**config.mk**
```make
export PLATFORM = sky130hd
export DESIGN_NAME = ov7670_config_sequencer
export DESIGN_NICKNAME = d
export VERILOG_FILES = /design/src/rtl/ov7670_config_sequencer.sv
export SDC_FILE = /design/constraint.sdc
export NUM_CORES = 1
export LEC_CHECK = 0
export BUFFER_PORTS_ARGS = -buffer_cell sky130_fd_sc_hd__buf_2
export CORE_UTILIZATION = 40
export CTS_CLUSTER_DIAMETER = 150
export CTS_CLUSTER_SIZE = 16
export DETAILED_ROUTE_END_ITERATION = 10
export SYNTH_ARGS = -nofsm -noshare
export SYNTH_HDL_FRONTEND = slang
export SYNTH_SLANG_ARGS = --single-unit
```
**constraint.sdc**
```tcl
create_clock -name clk_i -period 3.8 [get_ports clk_i]
set_input_delay 0.38 -clock clk_i [delete_from_list [all_inputs] [get_ports clk_i]]
set_output_delay 0.38 -clock clk_i [all_outputs]
set_load 0.01 [all_outputs]
```
**src/rtl/ov7670_config_sequencer.sv**
```systemverilog
// Walks the OV7670 config ROM from address 0 and issues each {reg,value} word as one SCCB write.
// 16'h00F0 inserts a DELAY_CYCLES wait and 16'hFFFF ends the pass. Defining SCCB_NACK_RETRY_EN enables NACK retry and abort.
module ov7670_config_sequencer #(
    parameter int ADDR_WIDTH   = 8,
    parameter int DELAY_CYCLES = 1_000_000,
    parameter int MAX_RETRIES  = 3
) (
    input  logic                  clk_i,
    input  logic                  rst_ni,
    input  logic                  start_i,
    output logic [ADDR_WIDTH-1:0] rom_addr_o,
    input  logic [15:0]           rom_data_i,
    output logic                  sccb_valid_o,
    input  logic                  sccb_ready_i,
    output logic [7:0]            sccb_reg_o,
    output logic [7:0]            sccb_data_o,
    input  logic                  sccb_done_i,
    input  logic                  sccb_nack_i,
    output logic                  busy_o,
    output logic                  done_o,
    output logic                  error_o
);
    localparam logic [15:0] WORD_END   = 16'hFFFF;
    localparam logic [15:0] WORD_DELAY = 16'h00F0;
    localparam int CNT_W = (DELAY_CYCLES > 1) ? $clog2(DELAY_CYCLES) : 1;
    localparam logic [CNT_W-1:0] DELAY_LOAD = CNT_W'(DELAY_CYCLES - 1);
    localparam logic [ADDR_WIDTH-1:0] LAST_ADDR = '1;

    typedef enum logic [3:0] {
        IDLE, FETCH, ROMWAIT, DECODE, SEND, WAITDONE, DELAY, NEXT, FINISH, ERROR
    } state_t;

    state_t           state_q, state_d;
    logic [CNT_W-1:0] delay_cnt_q;

`ifdef SCCB_NACK_RETRY_EN
    localparam int RETRY_W = (MAX_RETRIES > 0) ? $clog2(MAX_RETRIES + 1) : 1;
    logic [RETRY_W-1:0] retry_q;
    logic               retry_exhausted;
    assign retry_exhausted = (retry_q == RETRY_W'(MAX_RETRIES));
`else
    localparam int unused_max_retries = MAX_RETRIES;
    logic unused_nack;
    assign unused_nack = sccb_nack_i;
    assign error_o     = 1'b0;
`endif

    always_comb begin
        state_d = state_q;
        case (state_q)
            IDLE:     if (start_i) state_d = FETCH;
            FETCH:    state_d = ROMWAIT;
            ROMWAIT:  state_d = DECODE;
            DECODE: begin
                if (rom_data_i == WORD_END)        state_d = FINISH;
                else if (rom_data_i == WORD_DELAY) state_d = DELAY;
                else                               state_d = SEND;
            end
            SEND:     if (sccb_ready_i) state_d = WAITDONE;
            WAITDONE: begin
                if (sccb_done_i) begin
`ifdef SCCB_NACK_RETRY_EN
                    if (sccb_nack_i) state_d = retry_exhausted ? ERROR : SEND;
                    else             state_d = NEXT;
`else
                    state_d = NEXT;
`endif
                end
            end
            DELAY:    if (delay_cnt_q == '0) state_d = NEXT;
            // The last ROM address is an implicit end marker; the address never wraps.
            NEXT:     state_d = (rom_addr_o == LAST_ADDR) ? FINISH : FETCH;
            FINISH:   state_d = IDLE;
            ERROR:    state_d = IDLE;
            default:  state_d = IDLE;
        endcase
    end

    always_ff @(posedge clk_i or negedge rst_ni) begin
        if (!rst_ni) begin
            state_q      <= IDLE;
            rom_addr_o   <= '0;
            sccb_valid_o <= 1'b0;
            sccb_reg_o   <= '0;
            sccb_data_o  <= '0;
            busy_o       <= 1'b0;
            done_o       <= 1'b0;
            delay_cnt_q  <= '0;
        end else begin
            state_q      <= state_d;
            sccb_valid_o <= (state_d == SEND);
            busy_o       <= !(state_d inside {IDLE, FINISH, ERROR});
            if (state_d == FINISH) done_o <= 1'b1;
            case (state_q)
                IDLE: begin
                    if (start_i) begin
                        rom_addr_o <= '0;
                        done_o     <= 1'b0;
                    end
                end
                DECODE: begin
                    delay_cnt_q <= DELAY_LOAD;
                    if (state_d == SEND) begin
                        sccb_reg_o  <= rom_data_i[15:8];
                        sccb_data_o <= rom_data_i[7:0];
                    end
                end
                DELAY: if (delay_cnt_q != '0) delay_cnt_q <= delay_cnt_q - CNT_W'(1);
                NEXT:  if (state_d == FETCH) rom_addr_o <= rom_addr_o + ADDR_WIDTH'(1);
                default: ;
            endcase
        end
    end

`ifdef SCCB_NACK_RETRY_EN
    // rom_addr_o is left on the failing entry after an abort for debug.
    always_ff @(posedge clk_i or negedge rst_ni) begin
        if (!rst_ni) begin
            retry_q <= '0;
            error_o <= 1'b0;
        end else begin
            if (state_q == IDLE && start_i) begin
                retry_q <= '0;
                error_o <= 1'b0;
            end else if (state_q == WAITDONE && sccb_done_i) begin
                if (!sccb_nack_i)          retry_q <= '0;
                else if (!retry_exhausted) retry_q <= retry_q + RETRY_W'(1);
            end
            if (state_d == ERROR) error_o <= 1'b1;
        end
    end
`endif

endmodule

```
# Word-level counts from Yosys, hierarchy flattened
# Index checks and enable logic that the tools add are counted.
# op_classes
addsub	2
reduce_logical	11
eq_ne	17
muxes	16
# ops
cell	count
one-hot mux 20 bit (2 select lines)	1
one-hot mux 4 bit (8 select lines)	1
two-way mux 4 bit	6
equality test 4 x 3 -> 1 bit, second input constant	5
logical NOT 20 bit	1
two-way mux 20 bit	1
nonzero test 20 bit	1
subtractor 20 x 1 -> 20 bit, second input constant	1
equality test 16 bit, second input constant	1
equality test 16 x 8 -> 1 bit, second input constant	1
two-way mux 8 bit	2
one-hot mux 8 bit (2 select lines)	1
adder 8 x 1 -> 8 bit, second input constant	1
equality test 4 x 1 -> 1 bit, second input constant	2
equality test 4 x 2 -> 1 bit, second input constant	2
equality test 4 bit, second input constant	2
equality test 8 bit, second input constant	1
logical NOT 4 bit	2
!= test 2 bit, second input constant	3
AND reduction 2 bit	2
nonzero test 2 bit	2
two-way mux 1 bit	3
AND reduction 3 bit	1
nonzero test 3 bit	1
2 further kinds	2
# totals
input_bits	22
ff_bits	51
out_inout_bits	28
word_cells	54

# Logic depth before layout (Yosys ltp)
# Gate-level depths: netlist of the first run.
# depth
ltp_word	8
depth_mapped	7

# Least setup slack after synthesis of the first run
# Ideal clock, no wire load.
# synth_timing
path_type	input -> register
start	in rom_data_i[2]
end	reg sccb_data_o[2]
path_stages	6
n_path_buf	1
arrival_time_ps	1864
setup_ps	125
path_slack_ps	1811
cell_sequence	or4_1 nor3_1 nand4b_1 nand2_2 buf_4 mux2_2
# synth_via
elab_chain_cells	6
elab_cells_between_ends	7
classes_between	3 x eq/ne; 3 x mux; 1 x reduce/logical
# synth_lines
element	line_no	rtl
from (decl)	12	input logic [15:0] rom_data_i,
equality test 16 x 8 -> 1 bit	56	else if (rom_data_i == WORD_DELAY) state_d = DELAY;
two-way mux 2 bit	56	
two-way mux 4 bit	55	if (rom_data_i == WORD_END) state_d = FINISH;
one-hot mux 4 bit (8 select lines)	50	case (state_q)
equality test 4 x 3 -> 1 bit	103	if (state_d == SEND) begin
AND reduction 2 bit (no line)	n/a	
to (signal assigned)	105	sccb_data_o <= rom_data_i[7:0];
to (decl)	16	output logic [7:0] sccb_data_o,
# Parallel ways exist; a longest one is shown, timed or not.
# A chain may end at the register's enable or synchronous reset.

# Worst setup path in the final report of the first run
# layout_timing
start	reg delay_cnt_q[10]
end	reg delay_cnt_q[7]
# layout_via
elab_chain_cells	3
# layout_lines
element	line_no	rtl
from (decl)	34	logic [CNT_W-1:0] delay_cnt_q;
from (signal assigned)	108	DELAY: if (delay_cnt_q != '0) delay_cnt_q <= delay_cnt_q - CNT_W'(1);
nonzero test 20 bit	108	
!= test 2 bit (no line)	n/a	
AND reduction 2 bit (no line)	n/a	
# No other way between the ends.

==> results.toml, run 1 <==
[placed_design]
postPlaceCellArea_um2 = 2820
dp_cells = 358
io_buffers = 47
place_ws_ps = 1550
dpl.hpwl_mm = 3.48
place_congestion = 0.737

[synthesis]
synth.top_cell.area_share_pct = 50.9
synthTopCellsByArea = "dfrtp_1 (51%), mux2_1 (3.6%), mux2_2 (3.6%)"
ys_ff_latch = 51
synth-edff-count = 0
yosysWarnings = 0
synth-main-ff-cell = "dfrtp_1"
synthArstFlopShare_pct = 100
ys_seq_area_share_pct = 50.9
postSynthNetCount = 264
syn_area_per_cell_um2 = 10.4
synth.distinct_cells = 48
postSynthCellCount = 240
synth_area_um2 = 2510
synth_top_cell_by_area = "dfrtp_1"

[critical_path]
endpoint_kind = "register"
path_max_fanout = 6
ff2ff_setup_slack_ps = 1650
start_kind = "register"
crit_type = "reg -> reg"
ff2ff_path_depth = 5
arrival_ps = 2280
required_ps = 3930

[global_routing]
grt_max_degree = 52
grt_first_pass_wirelength_mm = 8.38
grt_overflow = 0
grt_use_total_pct = 16.5
antenna_found_initial = 0
grt_pass1_vias = 1797

[clocking]
cts_hold_buf = 0
post_cts_resized = 0
cts_setup_buffers = 0
ctsLongestPathBuffers = 2
ctsHtreeMaxLevel = 2
clkSinkCount = 51
clk_latency_ps = 300
cts-root-buf = "clkbuf_8"
clk_pin_slew_worst_paths_ps = 100
numCtsBuffers = 5
cts_tree = "yes"

[status]
status = "finished, final reports clean"

[sta]
fmax_mhz = 465
slew_headroom_pct = 32.5
hold_viol = 0
setup_viol = 0
fin_crit_sh_pct = 56.6
fin_crit_ps = 2150
tightest_slew_ps = 1000
slew_viol_final = 0
grt_setup_unrepaired = "no"
finClkSkew_ps = 10.8
finalSetupTns_ps = 0
fin_ws_ps = 1650

[flow_run]
drv_cap = 0

[routing]
drt_pass1_iterations = 4
wire_per_inst_um = 13.6
viasPerCell = 5.25
drtIter0Drc = 79
drc = 0
drtAntennaViolNets = 0
wl_mm = 4.98
vias = 1920

[floorplan]
die-height_um = 81.2
io-pin-count = 50
num_rows = 28
coreArea_um2 = 5990
die_w_um = 81.2
initial_core_util_pct = 41.9
dieArea_um2 = 6590

[layout]
area_delta_synth_final_pct = 15.9
nFillCells = 562
antenna_cells = 0
nNetsFinal = 314
drive_gt1_share_pct = 24.1
final_cell_area_um2 = 2910
layoutNonFillerInstCount = 366

[pwr]
p_per_area_nw_per_um2 = 569
swShare_pct = 35.5
intPower_w = 0.00107
p_seq_share_pct = 48.4
comb_power_share_pct = 33.0
p_sw_w = 0.000587
clkPwrFrac_pct = 18.6
power.leakage_nw = 1.25
ir_worst_vdd_mv = 0.386

[min_path]
min_path_type = "in -> async"
-- final timing paths --
path	from	endpoint
setup / recovery	delay_cnt_q[10]	delay_cnt_q[7]
setup reg to reg	delay_cnt_q[10]	delay_cnt_q[7]
max in group asynchronous	rst_ni	delay_cnt_q[7]
hold / removal	rst_ni	delay_cnt_q[0]
hold reg to reg	sccb_reg_o[0]	sccb_reg_o[0]
min in group clk_i	rom_data_i[6]	sccb_data_o[6]
-- power by group through the flow --
stage          registers [W]  clock network (W)  logic, W
3_5_place_dp        0.000808                  0  0.000555
6_report            0.000801           0.000307  0.000546
3_3_place_gp        0.000803                  0  0.000546
5_1_grt             0.000822           0.000340  0.000617
4_1_cts             0.000800           0.000318  0.000558
2_1_floorplan       0.000838                  0  0.000317
-- critical path, stage by stage, from the launching register on --
cell	delay [ps]
dfrtp_1	450
nor4_1	630
nand4b_1	290
o21ai_1	400
or4_1	170
a21oi_1	50
-- cell type report --
cell class / instances / area [um2] / share of cell area (%)
repair buffers: 49 / 250 / 8.61
clock buffers: 6 / 72.6 / 2.50
clock inverters: 2 / 12.5 / 0.431
flip-flops and latches: 51 / 1280 / 43.9
multi-input cells: 178 / 1180 / 40.7
well taps: 75 / 93.8 / 3.23
inverters: 5 / 18.8 / 0.646
-- flip-flops by register name, summed over array words and instances, names as in the netlist --
name          count
busy_o            1
delay_cnt_q      20
done_o            1
rom_addr_o        8
sccb_data_o       8
sccb_reg_o        8
sccb_valid_o      1
state_q           4
-- synth_stat cells, types with 2 or more instances --
library cell	count
dfrtp_1	51
nand2_1	24
nor2_1	22
nand3_1	11
nand4_1	10
xor2_1	9
mux2_1	8
mux2_2	8
nor4_1	8
o21ai_0	8
a21oi_1	6
inv_1	5
nor3_1	5
or4_1	5
xnor2_1	5
mux2i_1	4
a211oi_1	3
clkbuf_1	3
nand2b_1	3
nand4b_1	3
or3_1	3
a21o_1	2
and4b_1	2
buf_4	2
ha_1	2
nand3b_1	2
nand4bb_1	2
nor2b_1	2
o21ai_1	2
o31ai_1	2
-- cells by family (layout without fill, tap and decap cells) --
logic type	after synthesis	count (layout)	share of synthesized area, %
AOI/OAI and AO/OA	29	29	7.14
xor gates and xnor gates	14	14	4.89
adders and majority gates	2	2	0.998
buffers and inverters	11	62	2.00
DFF	51	51	50.9
muxes	20	20	8.78
other	1	1	0.150
and+or+nand+nor	112	112	25.2
-- metal layers --
layer / vias up / global-route usage [%] / routed length (um)
li1: 971 / - / -
met1: 902 / 23.0 / 2530
met2: 42 / 25.4 / 2190
met3: 5 / 4.04 / 222
met4: 0 / 4.29 / 37
met5: - / 0 / 0
-- through the flow --
| stage | hold WS [ps] | power, W | utilization [%] |
|---|---|---|---|
| detailed placement | 477 | 0.00136 | 47.1 |
| CTS | 207 | 0.00168 | 48.5 |
| floorplan | 84.4 | 0.00115 | - |
| global placement | 471 | 0.00135 | 47.1 |
| finish | 186 | 0.00165 | 48.5 |
| global route | 244 | 0.00178 | 48.5 |
-- layout by cell type, fill, tap and decap left out, types with 3 or more instances in the layout --
cell,count
a21oi_1,6
buf_2,47
nand3_1,11
nand2_1,24
a211oi_1,3
mux2_1,8
or4_1,5
nor2_1,22
clkbuf_8,5
or3_1,3
nand4b_1,3
mux2_2,8
xor2_1,9
mux2i_1,4
nand4_1,10
xnor2_1,5
inv_1,5
nor3_1,5
nand2b_1,3
o21ai_0,8
nor4_1,8
dfrtp_1,51
No activity file was read; power rests on OpenSTA's default activity.
==> inputs of run 2 (changes only) <==
- ABC_AREA: default -> 1
- clock period: 3.8 -> 2 ns (I/O delays scaled with it)
==> run 2 against run 1 <==
Net effect: combinational power rose to 4.0 times the previous value; worst hold slack lost 54 ps; sequential share of layout area down 6.6 points; final area rose by 18%; clock skew about the same; die area rose by 15%; setup slack lost 1400 ps; critical path depth up 7; critical path type unchanged.
==> results.toml, run 2 <==
[placed_design]
io_buffers = 47
dp_cells = 518
dpl.hpwl_mm = 4.80
place_congestion = 0.837

[layout]
mostFrequentLayoutCells = "nand2_1 (104), nor2_1 (58), dfrtp_1 (51), buf_2 (47), inv_1 (27)"
nFillCells = 711
antenna_cells = 0
multi_input_area_um2 = 1440
mostFrequentLayoutCell = "nand2_1"
nNetsFinal = 457
drive_gt1_share_pct = 22.1
area_delta_synth_final_pct = 18.0
largest_register_ffs = 20
layoutNonFillerInstCount = 530
seq_area_um2 = 1280
top_register = "delay_cnt_q"

[min_path]
min_path_type = "in -> reg"

[critical_path]
crit_type = "reg -> reg"
crit_chain = "ha_1, nand2_1, nor2_1, nand2_1, nand2_4, inv_2, nor2_2, nand2_2, nor2_4, buf_12, nand4_1, nand2_1"
endpoint_kind = "register"
arrival_ps = 2040
path_max_fanout = 16
critical-path-slowest-cell = "dfrtp_1"
slowest_delay_ps = 400
start_kind = "register"
required_ps = 2250
path_common_cell = "nand2_1"

[clocking]
cts-root-buf = "clkbuf_8"
cts_tree = "yes"
clkSinkCount = 51
ctsHtreeMaxLevel = 2
numCtsBuffers = 5
clk_latency_ps = 310
clk_pin_slew_worst_paths_ps = 100
ctsLongestPathBuffers = 2

[synthesis]
ys_ff_latch = 51
synthTopCellsByArea = "dfrtp_1 (44%), nand2_1 (14%), nor2_1 (7.5%)"
synthTopCellsByCount = "nand2_1 (105), nor2_1 (58), dfrtp_1 (51)"
synth_top_cell_by_area = "dfrtp_1"
yosysWarnings = 0
synthArstFlopShare_pct = 100
synth_most_common_cell = "nand2_1"
postSynthNetCount = 398
syn_area_per_cell_um2 = 7.76
synth-edff-count = 0
ys_seq_area_share_pct = 44.0
postSynthCellCount = 374
synth_area_um2 = 2900
synth-main-ff-cell = "dfrtp_1"
synth.distinct_cells = 33
synth.top_cell.area_share_pct = 44.0

[global_routing]
grt_max_degree = 33
antenna_found_initial = 0
grt_overflow = 0
grt_pass1_vias = 2432
grt_first_pass_wirelength_mm = 11.0
grt_use_total_pct = 18.4

[sta]
setup_viol = 0
fmax_mhz = 561
fin_crit_sh_pct = 89.1
finalSetupTns_ps = 0
slew_headroom_pct = 66.4
slew_viol_final = 0
finClkSkew_ps = 10.7
fin_crit_ps = 1780
tightest_slew_ps = 504
hold_viol = 0

[floorplan]
die_w_um = 87.2
coreArea_um2 = 6910
io-pin-count = 50
num_rows = 30
dieArea_um2 = 7600
initial_core_util_pct = 42.0
die-height_um = 87.2

[pwr]
ir_worst_vdd_mv = 0.472
p_per_area_nw_per_um2 = 1280
power.leakage_nw = 1.73

[routing]
drtAntennaViolNets = 0
drc = 0
viasPerCell = 4.92
vias = 2606
wire_per_inst_um = 12.2
drtIter0Drc = 125
drt_pass1_iterations = 4
wl_mm = 6.45

[flow_run]
drv_cap = 0

[status]
status = "finished, final reports clean"
==> run 2: per-stage QoR <==
stage / area, um2 / power, W / worst slack [ps] / hold WS, ps / util (%)
final: 3420 / 0.00437 / 218 / 132 / 49.6
after global routing: 3420 / 0.00473 / -6.00 / 133 / 49.6
after CTS: 3360 / 0.00421 / 75.1 / 123 / 48.7
after detailed placement: 3270 / 0.00357 / 110 / 199 / 47.3
after global placement: 3270 / 0.00354 / 150 / 197 / 47.3
after floorplan: 2900 / 0.00305 / 281 / -95.6 / -
==> run 2: cell type report <==
cell class / instances / area share [%]
Multi-Input combinational cell: 279 / 42.1
Sequential cell: 51 / 37.3
Timing Repair Buffer: 60 / 10.5
Inverter: 36 / 4.02
Tap cell: 96 / 3.51
Clock buffer: 5 / 2.01
Clock inverter: 3 / 0.548
==> run 2: final timing paths <==
path                                 from        endpoint  slack, ps  depth (start not counted)
hold reg to reg            sccb_data_o[2]  sccb_data_o[2]        480                          2
min in group asynchronous          rst_ni  sccb_data_o[7]        390                          2
setup / recovery            rom_addr_o[0]   sccb_reg_o[4]        220                         12
setup reg to reg            rom_addr_o[0]   sccb_reg_o[4]        220                         12
max in group asynchronous          rst_ni  delay_cnt_q[3]       1080                          3
hold / removal              rom_data_i[5]  sccb_data_o[5]        130                          3
==> run 2: where the power goes <==
group / switching, W / internal (W)
clock network: 0.000372 / 0.000248
logic: 0.00138 / 0.000801
registers: 0.000216 / 0.00135
total: 0.00196 / 0.00240
==> run 2: what timing repair did <==
| item | in CTS | in global routing |
|---|---|---|
| hold endpoints to repair | 19 | 0 |
| endpoints found under the setup margin | 0 | 21 |
| gates resized for setup | 0 | 4 |
| buffers inserted | 0 | 2 |
| hold buffers | 1 | 0 |
==> run 2: cell families (layout without fill, tap and decap cells) <==
| logic type | Yosys count | after routing | synth area share, % |
|---|---|---|---|
| simple gates | 222 | 223 | 35.1 |
| flops | 51 | 51 | 44.0 |
| buf+inv | 45 | 104 | 7.33 |
| compound gates | 38 | 38 | 8.02 |
| xor+xnor | 15 | 15 | 4.53 |
| fa+ha+maj | 2 | 2 | 0.862 |
| other cells | 1 | 1 | 0.129 |
==> run 2: layer usage <==
metal | GRT usage (%) | up-vias | part of all wire, %
li1 | - | 1330 | -
met1 | 25.2 | 1219 | 49
met2 | 29.3 | 53 | 45
met3 | 4.45 | 4 | 4.2
met4 | 4.92 | 0 | 0.96
met5 | 0 | - | 0
==> run 2: worst max-delay path, delay by kind of cell (launching register included) <==
| family | cells | cell delay, ps |
|---|---|---|
| buffers and inverters | 2 | 190 |
| adder cells (fa/ha/maj) | 1 | 180 |
| AND/OR/NAND/NOR | 9 | 970 |
| flip-flops | 1 | 400 |
==> inputs of run 3 (changes only) <==
- clock period: 2 -> 1.8 ns (I/O delays scaled with it)
==> run 3 against run 2 <==
Net effect: final area increased by 5.9%; setup slack got worse by 110 ps; maximum frequency increased by 5.3%; routed wire length increased by 3.3%; sequential power increased by 9.6%; core utilization increased by 2.9 points; power increased by 17%; count of clock-buffer cells in the layout increased by 2; global-route usage increased by 0.38 points.
==> results.toml, run 3 (synthesis gave the netlist of run 2 again) <==
[status]
status = "finished, final reports clean"

[pwr]
swShare_pct = 43.5
p_per_area_nw_per_um2 = 1410
power.leakage_nw = 1.82
intPower_w = 0.00289
p_sw_w = 0.00223
comb_power_share_pct = 51.9
ir_worst_vdd_mv = 0.703
p_seq_share_pct = 33.6
clkPwrFrac_pct = 14.5

[critical_path]
required_ps = 2010
cpLargestDelayFamily = "simple AND/OR/NAND/NOR gates"
arrival_ps = 1900
crit_start = "rom_addr_o[1]"
critical-path-slowest-cell = "dfrtp_1"
slowest_delay_ps = 380
timing.rr.end = "sccb_reg_o[2]"
path_depth = 10
crit_type = "reg -> reg"
crit_chain = "ha_2, nand2_2, nor2_4, nand2_2, nand2_4, nand3_4, nor2_4, nand4_4, nand2_1, nand2_1"
ff2ff_setup_slack_ps = 110
path_max_fanout = 8
crit_buf_inv = 0
ff2ff_path_depth = 10
reg2reg_from = "rom_addr_o[1]"
start_kind = "register"
endpoint_kind = "register"
crit_path_end = "sccb_reg_o[2]"

[clocking]
cts_tree = "yes"
clkSinkCount = 51
ctsHtreeMaxLevel = 2
numCtsBuffers = 5
clk_pin_slew_worst_paths_ps = 100
cts-root-buf = "clkbuf_8"
ctsLongestPathBuffers = 2
clk_latency_ps = 310

[layout]
area_delta_synth_final_pct = 24.9
nNetsFinal = 476
drive_gt1_share_pct = 28.5
largest_register_ffs = 20
mostFrequentLayoutCell = "nand2_1"
final_cell_area_um2 = 3620
top_register = "delay_cnt_q"
antenna_cells = 0
mostFrequentLayoutCells = "nand2_1 (99), nor2_1 (53), dfrtp_1 (50), buf_2 (47), buf_4 (29)"
nFillCells = 701

[global_routing]
grt_first_pass_wirelength_mm = 11.1
grt_use_total_pct = 18.8
antenna_found_initial = 0
grt_max_degree = 25
grt_pass1_vias = 2542
grt_overflow = 0

[flow_run]
drv_cap = 0

[sta]
slew_viol_final = 0
hold_viol = 0
fin_crit_ps = 1690
fmax_mhz = 591
fin_worst_hold_slack_ps = 117
fin_crit_sh_pct = 94.0
finClkSkew_ps = 11.4
slew_headroom_pct = 62.4
finalSetupTns_ps = 0
setup_viol = 0
tightest_slew_ps = 564

[placed_design]
io_buffers = 47
dpl.hpwl_mm = 4.96
place_congestion = 0.851
postPlaceCellArea_um2 = 3390

[floorplan]
dieArea_um2 = 7600
io-pin-count = 50
die_w_um = 87.2
num_rows = 30
coreArea_um2 = 6910
die-height_um = 87.2
initial_core_util_pct = 42.0

[routing]
drc = 0
drt_pass1_iterations = 4
vias = 2659
wl_mm = 6.66
drtAntennaViolNets = 0
drtIter0Drc = 155
wire_per_inst_um = 12.1
viasPerCell = 4.84

[min_path]
min_path_type = "in -> reg"
min_from = "rom_data_i[5]"
==> run 3: stage by stage <==
stage               instances  utilization [%]  power, W  setup slack [ps]
floorplan                 374                -   0.00339              80.9
global placement          534             49.0   0.00418              71.3
detailed placement        534             49.0   0.00422              23.3
CTS                       543             50.7   0.00498              15.7
global route              549             52.5   0.00554             -23.4
finish                    549             52.5   0.00512               108
==> run 3: worst min-delay path by stage <==
stage / endpoint / slack [ps] / cells after the start
after floorplan: busy_o / -120 / 0
after global placement: delay_cnt_q[12] / 210 / 1
after detailed placement: delay_cnt_q[12] / 200 / 1
after CTS: sccb_data_o[5] / 110 / 3
after global routing: sccb_data_o[4] / 130 / 3
final: sccb_data_o[5] / 120 / 3
==> run 3: layer usage <==
layer	GRT usage (%)	wire length (um)
met1	25.2	3240
met2	30.1	3030
met3	4.08	272
met4	6.56	120
met5	0	0
==> run 3: power by group through the flow <==
| stage | logic, W | clock network [W] | registers (W) |
|---|---|---|---|
| 4_1_cts | 0.00249 | 0.000768 | 0.00172 |
| 3_5_place_dp | 0.00249 | 0 | 0.00173 |
| 5_1_grt | 0.00297 | 0.000804 | 0.00177 |
| 6_report | 0.00266 | 0.000743 | 0.00172 |
| 2_1_floorplan | 0.00157 | 0 | 0.00182 |
| 3_3_place_gp | 0.00245 | 0 | 0.00173 |
==> run 3: area by class of cell <==
cell class / count / area (um2) / area share (%)
Tap cell: 96 / 120 / 3.31
Timing Repair Buffer: 79 / 494 / 13.6
Sequential cell: 51 / 1280 / 35.2
Multi-Input combinational cell: 279 / 1490 / 41.2
Clock buffer: 7 / 96.3 / 2.66
Inverter: 36 / 135 / 3.73
Clock inverter: 1 / 7.51 / 0.207
==> run 3: timing repair <==
action                                  4_1_cts  5_1_grt
resized for setup                             0       21
hold buffers                                  1        0
buffers inserted                              0        5
endpoints found under the setup margin        0       34
hold endpoints to repair                     22        0
==> run 3: worst min-delay path: stages <==
cell and delay [ps]:
buf_2 110, nand4_1 70, nand2_1 40
